===== src/rtl/uart_alu_host_pkg.sv =====
// Shared types and constants for the UART ALU host: widths, FSM states,
// byte slot indices and the opcode set understood by the remote ALU.
package uart_alu_host_pkg;

  localparam int NB_DATA_DEF = 8;
  localparam int NB_OP_DEF   = 6;

  typedef enum logic [1:0] {
    ST_IDLE     = 2'd0,
    ST_TX_START = 2'd1,
    ST_TX_WAIT  = 2'd2,
    ST_RX_WAIT  = 2'd3
  } state_e;

  localparam logic [1:0] IDX_A  = 2'd0;
  localparam logic [1:0] IDX_B  = 2'd1;
  localparam logic [1:0] IDX_OP = 2'd2;

  localparam logic [5:0] OP_ADD = 6'b100000;
  localparam logic [5:0] OP_SUB = 6'b100010;
  localparam logic [5:0] OP_AND = 6'b100100;
  localparam logic [5:0] OP_OR  = 6'b100101;
  localparam logic [5:0] OP_XOR = 6'b100110;
  localparam logic [5:0] OP_SRA = 6'b000011;
  localparam logic [5:0] OP_SRL = 6'b000010;
  localparam logic [5:0] OP_NOR = 6'b100111;

endpackage


===== src/rtl/uart_alu_host_if.sv =====
// Request/response and UART byte-stream signals of the ALU host.
// master = the host block, slave = whoever drives requests and the UART side.
interface uart_alu_host_if #(
  parameter int NB_DATA = 8,
  parameter int NB_OP   = 6
);
  logic               i_req_valid;
  logic               o_req_ready;
  logic [NB_DATA-1:0] i_dato_A;
  logic [NB_DATA-1:0] i_dato_B;
  logic [NB_OP-1:0]   i_OP;
  logic [NB_DATA-1:0] o_tx_data;
  logic               o_tx_start;
  logic               i_tx_done;
  logic [NB_DATA-1:0] i_rx_data;
  logic               i_rx_done;
  logic [NB_DATA-1:0] o_result;
  logic               o_result_valid;
  logic               o_timeout;
  logic               o_busy;

  modport master (
    input  i_req_valid, i_dato_A, i_dato_B, i_OP, i_tx_done, i_rx_data, i_rx_done,
    output o_req_ready, o_tx_data, o_tx_start, o_result, o_result_valid, o_timeout, o_busy
  );

  modport slave (
    output i_req_valid, i_dato_A, i_dato_B, i_OP, i_tx_done, i_rx_data, i_rx_done,
    input  o_req_ready, o_tx_data, o_tx_start, o_result, o_result_valid, o_timeout, o_busy
  );
endinterface


===== src/rtl/uart_alu_host_watchdog_counter.sv =====
// Per-wait-state watchdog: counts enabled cycles since the last clear and
// flags the last cycle in which a done event may still arrive.
module watchdog_counter #(
  parameter int TIMEOUT_CYCLES = 1000000,
  parameter int NB_TIMEOUT     = 20
) (
  input  logic i_clock,
  input  logic i_reset,
  input  logic i_clear,
  input  logic i_enable,
  output logic o_expire
);
  localparam logic [NB_TIMEOUT-1:0] LAST = NB_TIMEOUT'(TIMEOUT_CYCLES - 1);

  logic [NB_TIMEOUT-1:0] cnt_q, cnt_d;

  always_comb begin
    cnt_d = cnt_q;
    if (i_clear)       cnt_d = '0;
    else if (i_enable) cnt_d = cnt_q + 1'b1;
  end

  always_ff @(posedge i_clock or posedge i_reset)
    if (i_reset) cnt_q <= '0;
    else         cnt_q <= cnt_d;

  // Depends only on the count so the FSM can use it without a comb loop.
  assign o_expire = i_enable && (cnt_q == LAST);
endmodule


===== src/rtl/uart_alu_host.sv =====
// Host side of the UART ALU byte protocol: sends A, B, OP through a UART
// transmitter, then waits for the single result byte, with a watchdog abort.
module uart_alu_host
  import uart_alu_host_pkg::*;
#(
  parameter int NB_DATA        = NB_DATA_DEF,
  parameter int NB_OP          = NB_OP_DEF,
  parameter int TIMEOUT_CYCLES = 1000000,
  parameter int NB_TIMEOUT     = 20
) (
  input  logic            i_clock,
  input  logic            i_reset,
  uart_alu_host_if.master bus
);
  state_e                  state_q, state_d;
  logic [2:0][NB_DATA-1:0] shadow_q, shadow_d;
  logic [1:0]              idx_q, idx_d;
  logic [NB_DATA-1:0]      result_q, result_d;
  logic                    result_valid_q, result_valid_d;
  logic                    timeout_q, timeout_d;
  logic                    wd_clear, wd_en, wd_expire;
  logic                    tx_done_ev, rx_done_ev;

  assign tx_done_ev = bus.i_tx_done && (state_q == ST_TX_WAIT);
  assign rx_done_ev = bus.i_rx_done && (state_q == ST_RX_WAIT);

  // Counter restarts at every wait-state entry; TX_START in between clears it too.
  assign wd_en    = (state_q == ST_TX_WAIT) || (state_q == ST_RX_WAIT);
  assign wd_clear = !wd_en || (state_d != state_q);

  watchdog_counter #(
    .TIMEOUT_CYCLES (TIMEOUT_CYCLES),
    .NB_TIMEOUT     (NB_TIMEOUT)
  ) u_wd (
    .i_clock  (i_clock),
    .i_reset  (i_reset),
    .i_clear  (wd_clear),
    .i_enable (wd_en),
    .o_expire (wd_expire)
  );

  always_ff @(posedge i_clock or posedge i_reset)
    if (i_reset) state_q <= ST_IDLE;
    else         state_q <= state_d;

  // A done event takes priority over watchdog expiry in the same cycle.
  always_comb begin
    state_d = state_q;
    case (state_q)
      ST_IDLE:     if (bus.i_req_valid) state_d = ST_TX_START;
      ST_TX_START: state_d = ST_TX_WAIT;
      ST_TX_WAIT: begin
        if (tx_done_ev)     state_d = (idx_q == IDX_OP) ? ST_RX_WAIT : ST_TX_START;
        else if (wd_expire) state_d = ST_IDLE;
      end
      ST_RX_WAIT: begin
        if (rx_done_ev || wd_expire) state_d = ST_IDLE;
      end
      default: state_d = ST_IDLE;
    endcase
  end

  always_comb begin
    shadow_d       = shadow_q;
    idx_d          = idx_q;
    result_d       = result_q;
    result_valid_d = 1'b0;
    timeout_d      = wd_expire && !tx_done_ev && !rx_done_ev;
    if (state_q == ST_IDLE && bus.i_req_valid) begin
      shadow_d[IDX_A]  = bus.i_dato_A;
      shadow_d[IDX_B]  = bus.i_dato_B;
      shadow_d[IDX_OP] = NB_DATA'(bus.i_OP);
      idx_d            = IDX_A;
    end
    if (tx_done_ev && idx_q != IDX_OP) idx_d = idx_q + 2'd1;
    if (rx_done_ev) begin
      result_d       = bus.i_rx_data;
      result_valid_d = 1'b1;
    end
  end

  always_ff @(posedge i_clock or posedge i_reset)
    if (i_reset) begin
      shadow_q       <= '0;
      idx_q          <= IDX_A;
      result_q       <= '0;
      result_valid_q <= 1'b0;
      timeout_q      <= 1'b0;
    end else begin
      shadow_q       <= shadow_d;
      idx_q          <= idx_d;
      result_q       <= result_d;
      result_valid_q <= result_valid_d;
      timeout_q      <= timeout_d;
    end

  // tx_data follows the slot being sent, so it is stable from start until done.
  always_comb begin
    bus.o_req_ready    = (state_q == ST_IDLE);
    bus.o_busy         = (state_q != ST_IDLE);
    bus.o_tx_start     = (state_q == ST_TX_START);
    bus.o_tx_data      = shadow_q[idx_q];
    bus.o_result       = result_q;
    bus.o_result_valid = result_valid_q;
    bus.o_timeout      = timeout_q;
  end
endmodule


===== src/flat_wrapper.sv =====
// flat-port wrapper written by rule: the top's interface ports become plain ports
module uart_alu_host_flat import uart_alu_host_pkg::*;
#(
  parameter int NB_DATA        = NB_DATA_DEF,
  parameter int NB_OP          = NB_OP_DEF,
  parameter int TIMEOUT_CYCLES = 1000000,
  parameter int NB_TIMEOUT     = 20
)
  (i_clock, i_reset, bus_i_req_valid, bus_i_dato_A, bus_i_dato_B, bus_i_OP, bus_i_tx_done, bus_i_rx_data, bus_i_rx_done, bus_o_req_ready, bus_o_tx_data, bus_o_tx_start, bus_o_result, bus_o_result_valid, bus_o_timeout, bus_o_busy);
  uart_alu_host_if #(.NB_DATA(NB_DATA), .NB_OP(NB_OP)) bus_i ();
  input  logic i_clock;
  input  logic i_reset;
  input wire logic [$bits(bus_i.i_req_valid)-1:0] bus_i_req_valid;
  input wire logic [$bits(bus_i.i_dato_A)-1:0] bus_i_dato_A;
  input wire logic [$bits(bus_i.i_dato_B)-1:0] bus_i_dato_B;
  input wire logic [$bits(bus_i.i_OP)-1:0] bus_i_OP;
  input wire logic [$bits(bus_i.i_tx_done)-1:0] bus_i_tx_done;
  input wire logic [$bits(bus_i.i_rx_data)-1:0] bus_i_rx_data;
  input wire logic [$bits(bus_i.i_rx_done)-1:0] bus_i_rx_done;
  output wire logic [$bits(bus_i.o_req_ready)-1:0] bus_o_req_ready;
  output wire logic [$bits(bus_i.o_tx_data)-1:0] bus_o_tx_data;
  output wire logic [$bits(bus_i.o_tx_start)-1:0] bus_o_tx_start;
  output wire logic [$bits(bus_i.o_result)-1:0] bus_o_result;
  output wire logic [$bits(bus_i.o_result_valid)-1:0] bus_o_result_valid;
  output wire logic [$bits(bus_i.o_timeout)-1:0] bus_o_timeout;
  output wire logic [$bits(bus_i.o_busy)-1:0] bus_o_busy;
  assign bus_i.i_req_valid = bus_i_req_valid;
  assign bus_i.i_dato_A = bus_i_dato_A;
  assign bus_i.i_dato_B = bus_i_dato_B;
  assign bus_i.i_OP = bus_i_OP;
  assign bus_i.i_tx_done = bus_i_tx_done;
  assign bus_i.i_rx_data = bus_i_rx_data;
  assign bus_i.i_rx_done = bus_i_rx_done;
  assign bus_o_req_ready = bus_i.o_req_ready;
  assign bus_o_tx_data = bus_i.o_tx_data;
  assign bus_o_tx_start = bus_i.o_tx_start;
  assign bus_o_result = bus_i.o_result;
  assign bus_o_result_valid = bus_i.o_result_valid;
  assign bus_o_timeout = bus_i.o_timeout;
  assign bus_o_busy = bus_i.o_busy;
  uart_alu_host #(.NB_DATA(NB_DATA), .NB_OP(NB_OP), .TIMEOUT_CYCLES(TIMEOUT_CYCLES), .NB_TIMEOUT(NB_TIMEOUT)) u_core (.i_clock(i_clock), .i_reset(i_reset), .bus(bus_i));
endmodule

===== config.mk =====
export PLATFORM = sky130hd
export DESIGN_NAME = uart_alu_host_flat
export DESIGN_NICKNAME = d
export VERILOG_FILES = /design/src/rtl/uart_alu_host_pkg.sv /design/src/rtl/uart_alu_host_if.sv /design/src/rtl/uart_alu_host_watchdog_counter.sv /design/src/rtl/uart_alu_host.sv /design/src/flat_wrapper.sv
export SDC_FILE = /design/constraint.sdc
export NUM_CORES = 1
export LEC_CHECK = 0
export CORE_UTILIZATION = 48
export CTS_BUF_LIST = sky130_fd_sc_hd__clkbuf_2
export CTS_CLUSTER_SIZE = 40
export DETAILED_ROUTE_END_ITERATION = 7
export GPL_ROUTABILITY_DRIVEN = 0
export PLACE_DENSITY = 0.79
export SLEW_MARGIN = 20
export SYNTH_ARGS = -nofsm -noshare
export SYNTH_HDL_FRONTEND = slang
export SYNTH_SLANG_ARGS = --single-unit

===== constraint.sdc =====
create_clock -name i_clock -period 1.8 [get_ports i_clock]
set_input_delay 0.18 -clock i_clock [delete_from_list [all_inputs] [get_ports i_clock]]
set_output_delay 0.18 -clock i_clock [all_outputs]
set_load 0.02 [all_outputs]

==> flow_metrics.env, run 1 <==
export IMPL_synth_area_top_cells="dfrtp_1 (53%), mux2_2 (11%), mux2i_1 (3.0%)"
export IMPL_syn_cell_area_sq_um=2666
export IMPL_synthArstFlopShare_pct=100.0
export IMPL_nNetsFinal=335
export IMPL_arrival_ns=1.56
export IMPL_skew_ns=0.01636
export IMPL_synth_seq_area_share_pct=52.56
export IMPL_drive_gt1_share_pct=22.07
export IMPL_clock_path_buffers=2
export IMPL_slew_headroom_pct=68.29
export IMPL_dp_hpwl_mm=4.106
export IMPL_path_clk_slew_ns=0.26
export IMPL_cpPeakStageDelay_ns=0.47
export IMPL_synth_top_area_cell="dfrtp_1"
export IMPL_insertion_delay_ns=0.43
export IMPL_drv_cap=0
export IMPL_cts_tree="done"
export IMPL_p_sw_mw=1.717
export IMPL_worst_path_most_repeated_cell="buf_4"
export IMPL_worst_path_stages=4
export IMPL_yosysMostFrequentCell="dfrtp_1"
export IMPL_ff2ff_path_depth=4
export IMPL_holdWs_ns=0.06118
export IMPL_worstSetupStartpointType="register"
export IMPL_core_area_sq_um=5238
export IMPL_drc=0
export IMPL_crit_chain="buf_4 > mux2i_1 > o22ai_1 > buf_4"
export IMPL_leakage_nw=1.438
export IMPL_finalSetupViolations=0
export IMPL_die_area_sq_um=5857
export IMPL_power_internal_mw=2.848
export IMPL_io_buffer_count=55
export IMPL_diodes=0
export IMPL_syn_inst=235
export IMPL_hold_violations=0
export IMPL_die_w_um=76.53
export IMPL_synth_fp_nets=272
export IMPL_pre_cts_slack_ns=0.1195
export IMPL_cp_max_fo=7
export IMPL_grt_pass1_vias=2080
export IMPL_htreeDepth=2
export IMPL_ys_ff_latch=56
export IMPL_grt_pass1_wl_mm=9.308
export IMPL_synthDominantCellAreaShare_pct=52.56
export IMPL_ir_worst_vdd_mv=0.8770
export IMPL_synthFlopType="dfrtp_1"
export IMPL_power_share_clock_pct=10.4
export IMPL_fin_area_sq_um=3372
export IMPL_area_growth_pct=26.47
export IMPL_place_area_sq_um=3366
export IMPL_fmax_ghz=0.5752
export IMPL_fin_util_pct=64.38
export IMPL_status="completed"
export IMPL_numCtsBuffers=5
export IMPL_synthDistinctLibCells=46
export IMPL_dr_pass1_iters=4
export IMPL_worst_slack_ns=0.06137
export IMPL_min_period_ns=1.739
export IMPL_powerDensity_nw_per_um2=1354
export IMPL_routedWlPerCell_um=14.87
export IMPL_p_comb_share_pct=48.0
export IMPL_antenna_found_initial=0
export IMPL_grt_overflow_total=0
export IMPL_die_height_um=76.53
export IMPL_syn_mean_instance_area_sq_um=11.35
export IMPL_power_frac_seq_pct=41.6
export IMPL_report_final_slew_viol_count=0
export IMPL_path_buf_inv=2
export IMPL_cp_data_required_time_ns=1.62
export IMPL_hp_class="in -> async"
export IMPL_start_util_pct=50.91
export IMPL_worst_slew_pin_slew_ns=0.4744
export IMPL_synthTopCellsByCount="dfrtp_1 (56), mux2_2 (26), nand2_1 (17), nor2_1 (17), o21ai_0 (10)"
export IMPL_critPathKind="reg -> out"
export IMPL_rsz0062_at_grt="yes"
export IMPL_drtAntennaViolNets=0
export IMPL_cts_num_sinks=56
export IMPL_ys_warn_count=0
export IMPL_p_sw_share_pct=37.61
export IMPL_critPathSlowestCell="dfrtp_1"
export IMPL_period_share_pct=96.59
export IMPL_critPathCaptureType="output pin"
export IMPL_synth_edf_count=0
export IMPL_crit_family="flip-flops"
export IMPL_setup_tns_ns=0
export IMPL_cts_root_buf="clkbuf_2"
export IMPL_drt_iter0_drc=52
export IMPL_gr_usage_all_layers_pct=20.06
export IMPL_ioPinCount=56
export IMPL_core_rowCount=26
export IMPL_grt_max_degree=57
export IMPL_vias_per_cell=5.455
export IMPL_num_vias=2013
export IMPL_wl_mm=5.486
[power groups by stage]
stage / registers [mW] / logic, mW / clock network (mW)
floorplan: 1.98 / 1.29 / 0
global placement: 1.89 / 2.32 / 0
detailed placement: 1.92 / 2.36 / 0
CTS: 1.89 / 2.21 / 0.493
global route: 1.95 / 2.39 / 0.537
finish: 1.90 / 2.19 / 0.474
[worst reg2reg max path: stages, from the launching register on]
cell     delay [ns]
dfrtp_1        0.50
and3_4         0.26
nand2_1        0.18
or4_1          0.52
a21oi_1        0.16
[timing repair]
| action | 4_1_cts | 5_1_grt |
|---|---|---|
| gates resized for setup | 38 | 9 |
| endpoints found under the hold margin | 0 | 0 |
| hold buffers | 0 | 0 |
| endpoints found under the setup margin | 11 | 10 |
| setup buffers | 0 | 0 |
[flip-flops by register name, indices dropped and copies added (netlist names)]
signal / flops
u_core.bus.o_result: 8
u_core.bus.o_result_valid: 1
u_core.bus.o_timeout: 1
u_core.idx_q: 2
u_core.shadow_q: 22
u_core.state_q: 2
u_core.u_wd.cnt_q: 20
[cell type report]
type | count | area, sq um
flip-flops and latches | 56 | 1401
fillers | 425 | 1866
repair buffers | 68 | 636.9
well taps | 70 | 87.58
multi-input cells | 159 | 1177
clock buffers | 7 | 35.03
clock inverters | 1 | 3.754
inverters | 8 | 30.03
[logic make-up after synthesis]
kind of cell,share of synthesized area (%)
simple gates,16.28
flops,52.56
mux,15.67
compound gates,7.509
buf+inv,3.426
xor+xnor,3.614
fa+ha+maj,0.9384
[final timing paths]
path | from | to | slack, ns
worst max-delay path | u_core.idx_q[0] | bus_o_tx_data[5] | 0.06
min in group i_clock | bus_i_dato_A[6] | u_core.shadow_q[6] | 0.31
worst max register to register | u_core.u_wd.cnt_q[6] | u_core.u_wd.cnt_q[19] | 0.13
max in group asynchronous | i_reset | u_core.shadow_q[18] | 1.49
worst min-delay path | i_reset | u_core.state_q[0] | 0.06
worst min register to register | u_core.u_wd.cnt_q[0] | u_core.u_wd.cnt_q[0] | 0.47
[through the flow]
stage / power [mW] / instances
3_3_place_gp: 4.211 / 361
4_1_cts: 4.592 / 369
3_5_place_dp: 4.280 / 361
5_1_grt: 4.872 / 369
6_report: 4.564 / 369
2_1_floorplan: 3.265 / 235
[layout by cell type (no fill, tap or decap), types with 2 or more instances in the layout]
cell | netlist | final
clkbuf_2 | 0 | 8
dlygate4sd2_1 | 0 | 2
nand2b_1 | 2 | 2
ha_1 | 2 | 2
clkdlybuf4s50_1 | 0 | 44
xor2_1 | 9 | 9
mux2_1 | 4 | 4
buf_2 | 4 | 5
xnor2_1 | 2 | 2
a22o_1 | 2 | 2
inv_2 | 1 | 3
buf_4 | 1 | 13
nand4_1 | 6 | 6
nand2_1 | 17 | 17
nor2_1 | 17 | 17
mux2_2 | 26 | 26
mux2i_1 | 8 | 8
dfrtp_1 | 56 | 56
buf_12 | 0 | 2
o21ai_1 | 1 | 4
o21ai_0 | 10 | 7
or3_1 | 2 | 2
o31ai_1 | 5 | 5
inv_1 | 7 | 5
nand3_1 | 7 | 7
and2_1 | 3 | 3
a21oi_1 | 7 | 7
o22ai_1 | 2 | 2
or4_1 | 4 | 4
nor4b_1 | 3 | 3
nor3_1 | 2 | 2
[metal layers]
metal | global-route usage (%) | part of all wire [%]
met1 | 23.22 | 42
met2 | 35.68 | 52
met4 | 5.385 | 0.89
met3 | 6.228 | 5.0
met5 | 0 | 0
Note: power is estimated with default switching activity, not from simulation.
==> run 2, diff against run 1 <==
--- a/config.mk
+++ b/config.mk
@@ -12,2 +12,3 @@
 export GPL_ROUTABILITY_DRIVEN = 0
+export HOLD_SLACK_MARGIN = 0.15
 export PLACE_DENSITY = 0.79
--- a/constraint.sdc
+++ b/constraint.sdc
@@ -3,2 +3,2 @@
 set_output_delay 0.18 -clock i_clock [all_outputs]
-set_load 0.02 [all_outputs]
+set_load 0.01 [all_outputs]
==> run 2 against run 1 <==
Against the previous run:
- die area unchanged
- sequential power about the same
- critical path depth up 1
- maximum frequency up 0.90%
- combinational power down 5%
- non-clock buffer count up 8
- worst setup slack better by 0.016 ns
- clock power down 1%
- total power down 2.6%
- critical path type unchanged
==> flow_metrics.env, run 2 (same netlist as run 1, synthesis figures left out) <==
export IMPL_dp_hpwl_mm=3.956
export IMPL_setup_tns_ns=0
export IMPL_numCtsBuffers=5
export IMPL_worstHoldEndpoint="u_core.shadow_q[17]"
export IMPL_fmax_ghz=0.5804
export IMPL_fin_area_sq_um=3461
export IMPL_place_area_sq_um=3393
export IMPL_final_common_cell="dfrtp_1"
export IMPL_drive_gt1_share_pct=25.08
export IMPL_cp_max_fo=4
export IMPL_die_height_um=76.53
export IMPL_worstSetupStartpointType="register"
export IMPL_reg2reg_from="u_core.u_wd.cnt_q[10]"
export IMPL_rsz0062_at_grt="yes"
export IMPL_drv_cap=0
export IMPL_num_vias=2001
export IMPL_hold_violations=0
export IMPL_wl_mm=5.313
export IMPL_largest_register="u_core.shadow_q"
export IMPL_diodes=0
export IMPL_io_buffer_count=55
export IMPL_htreeDepth=2
export IMPL_arrival_ns=1.54
export IMPL_area_growth_pct=29.80
export IMPL_dr_pass1_iters=4
export IMPL_critPathSlowestCell="dfrtp_2"
export IMPL_leakage_nw=1.479
export IMPL_die_w_um=76.53
export IMPL_slew_headroom_pct=69.51
export IMPL_stdcell_count=377
export IMPL_start_util_pct=50.91
export IMPL_r2r_end="u_core.bus.o_timeout"
export IMPL_ioPinCount=56
export IMPL_ir_worst_vdd_mv=0.8302
export IMPL_fill_cells=408
export IMPL_crit_chain="buf_4 > nor2b_4 > nand2_1 > o21ai_1 > buf_2"
export IMPL_skew_ns=0.02032
export IMPL_drc=0
export IMPL_die_area_sq_um=5857
export IMPL_grt_pass1_vias=2064
export IMPL_largest_reg_flops=22
export IMPL_cpPeakStageDelay_ns=0.50
export IMPL_regToRegSetupSlack_ns=0.11
export IMPL_drtAntennaViolNets=0
export IMPL_clock_path_buffers=2
export IMPL_ff2ff_path_depth=3
export IMPL_insertion_delay_ns=0.44
export IMPL_hp_class="in -> reg"
export IMPL_status="completed"
export IMPL_min_path_cells=2
export IMPL_drt_iter0_drc=92
export IMPL_critPathCaptureType="output pin"
export IMPL_report_final_slew_viol_count=0
export IMPL_core_area_sq_um=5238
export IMPL_grt_pass1_wl_mm=9.156
export IMPL_path_clk_slew_ns=0.26
export IMPL_min_period_ns=1.723
export IMPL_hp_start="bus_i_OP[1]"
export IMPL_dp_cells=363
export IMPL_routedWlPerCell_um=14.09
export IMPL_finalSetupViolations=0
export IMPL_antenna_found_initial=0
export IMPL_critPathKind="reg -> out"
export IMPL_powerDensity_nw_per_um2=1285
export IMPL_period_share_pct=95.72
export IMPL_worst_slew_pin_slew_ns=0.4459
export IMPL_cts_tree="done"
export IMPL_vias_per_cell=5.308
export IMPL_cts_num_sinks=56
export IMPL_grt_max_degree=34
export IMPL_layout_common_cells="dfrtp_1 (55), clkdlybuf4s50_1 (44), mux2_2 (26)"
export IMPL_nNetsFinal=343
export IMPL_grt_overflow_total=0
export IMPL_core_rowCount=26
export IMPL_cp_data_required_time_ns=1.62
export IMPL_gr_usage_all_layers_pct=19.75
export IMPL_cts_root_buf="clkbuf_2"
[run 2: changes by cell type in the layout (fill, tap and decap cells not counted), sizes merged]
cell / change
clkinvlp: +1
dlygate4sd3: +1
clkdlybuf4s15: -1
buf: +6
dlygate4sd2: -1
clkbuf: +2
[run 2: through the flow]
stage / hold WS [ns] / power (mW) / worst slack (ns) / utilization, %
after floorplan: 0.2771 / 3.034 / 0.07858 / -
after global placement: 0.3876 / 4.008 / 0.1526 / 64.79
after detailed placement: 0.3860 / 4.068 / 0.1135 / 64.79
after CTS: 0.2881 / 4.510 / 0.003776 / 66.27
after global routing: 0.2643 / 4.770 / -0.05688 / 66.08
final: 0.3184 / 4.448 / 0.07695 / 66.08
[run 2: power breakdown]
| part | total, mW | switching (mW) | internal [mW] |
|---|---|---|---|
| clock | 0.469 | 0.372 | 0.0967 |
| combinational | 2.09 | 0.936 | 1.15 |
| sequential | 1.89 | 0.224 | 1.67 |
| total | 4.45 | 1.53 | 2.92 |
[run 2: layer usage]
layer / share of wire [%] / vias up / track usage, %
met5: 0 / - / 0
met4: 1.1 / 0 / 4.038
met3: 6.0 / 7 / 6.347
met2: 51 / 54 / 35.77
met1: 42 / 953 / 22.67
li1: - / 987 / -
[run 2: area by class of cell]
| cell class | instances | area [sq um] | share of cell area, % |
|---|---|---|---|
| clock buffers | 6 | 30.03 | 0.8677 |
| clock inverters | 2 | 11.26 | 0.3254 |
| inverters | 8 | 30.03 | 0.8677 |
| multi-input cells | 159 | 1195 | 34.53 |
| flip-flops and latches | 56 | 1403 | 40.53 |
| well taps | 70 | 87.58 | 2.531 |
| repair buffers | 76 | 704.4 | 20.35 |
[run 2: what timing repair did]
action                                  in CTS  in global routing
resized for setup                           38                 12
endpoints found under the setup margin      11                 26
hold buffers                                 1                  0
pin swaps                                    1                  1
setup buffers                                7                  0
hold endpoints to repair                    56                  0
[run 2: worst max-delay path, delay by kind of cell, from the launching register on]
family | cells | cell delay, ns
AOI/OAI and AO/OA | 1 | 0.08
buffers and inverters | 2 | 0.29
DFF | 1 | 0.50
and+or+nand+nor | 2 | 0.23
[run 2: worst max path at each step]
stage | start | to | slack (ns) | cells past startpoint
floorplan | u_core.state_q[0] | u_core.shadow_q[10] | 0.08 | 7
global placement | u_core.idx_q[0] | bus_o_tx_data[4] | 0.15 | 4
detailed placement | u_core.u_wd.cnt_q[2] | u_core.u_wd.cnt_q[18] | 0.11 | 4
CTS | u_core.idx_q[0] | bus_o_tx_data[6] | 0.004 | 4
global route | u_core.idx_q[0] | bus_o_tx_data[1] | -0.06 | 5
finish | u_core.idx_q[0] | bus_o_tx_data[1] | 0.08 | 5
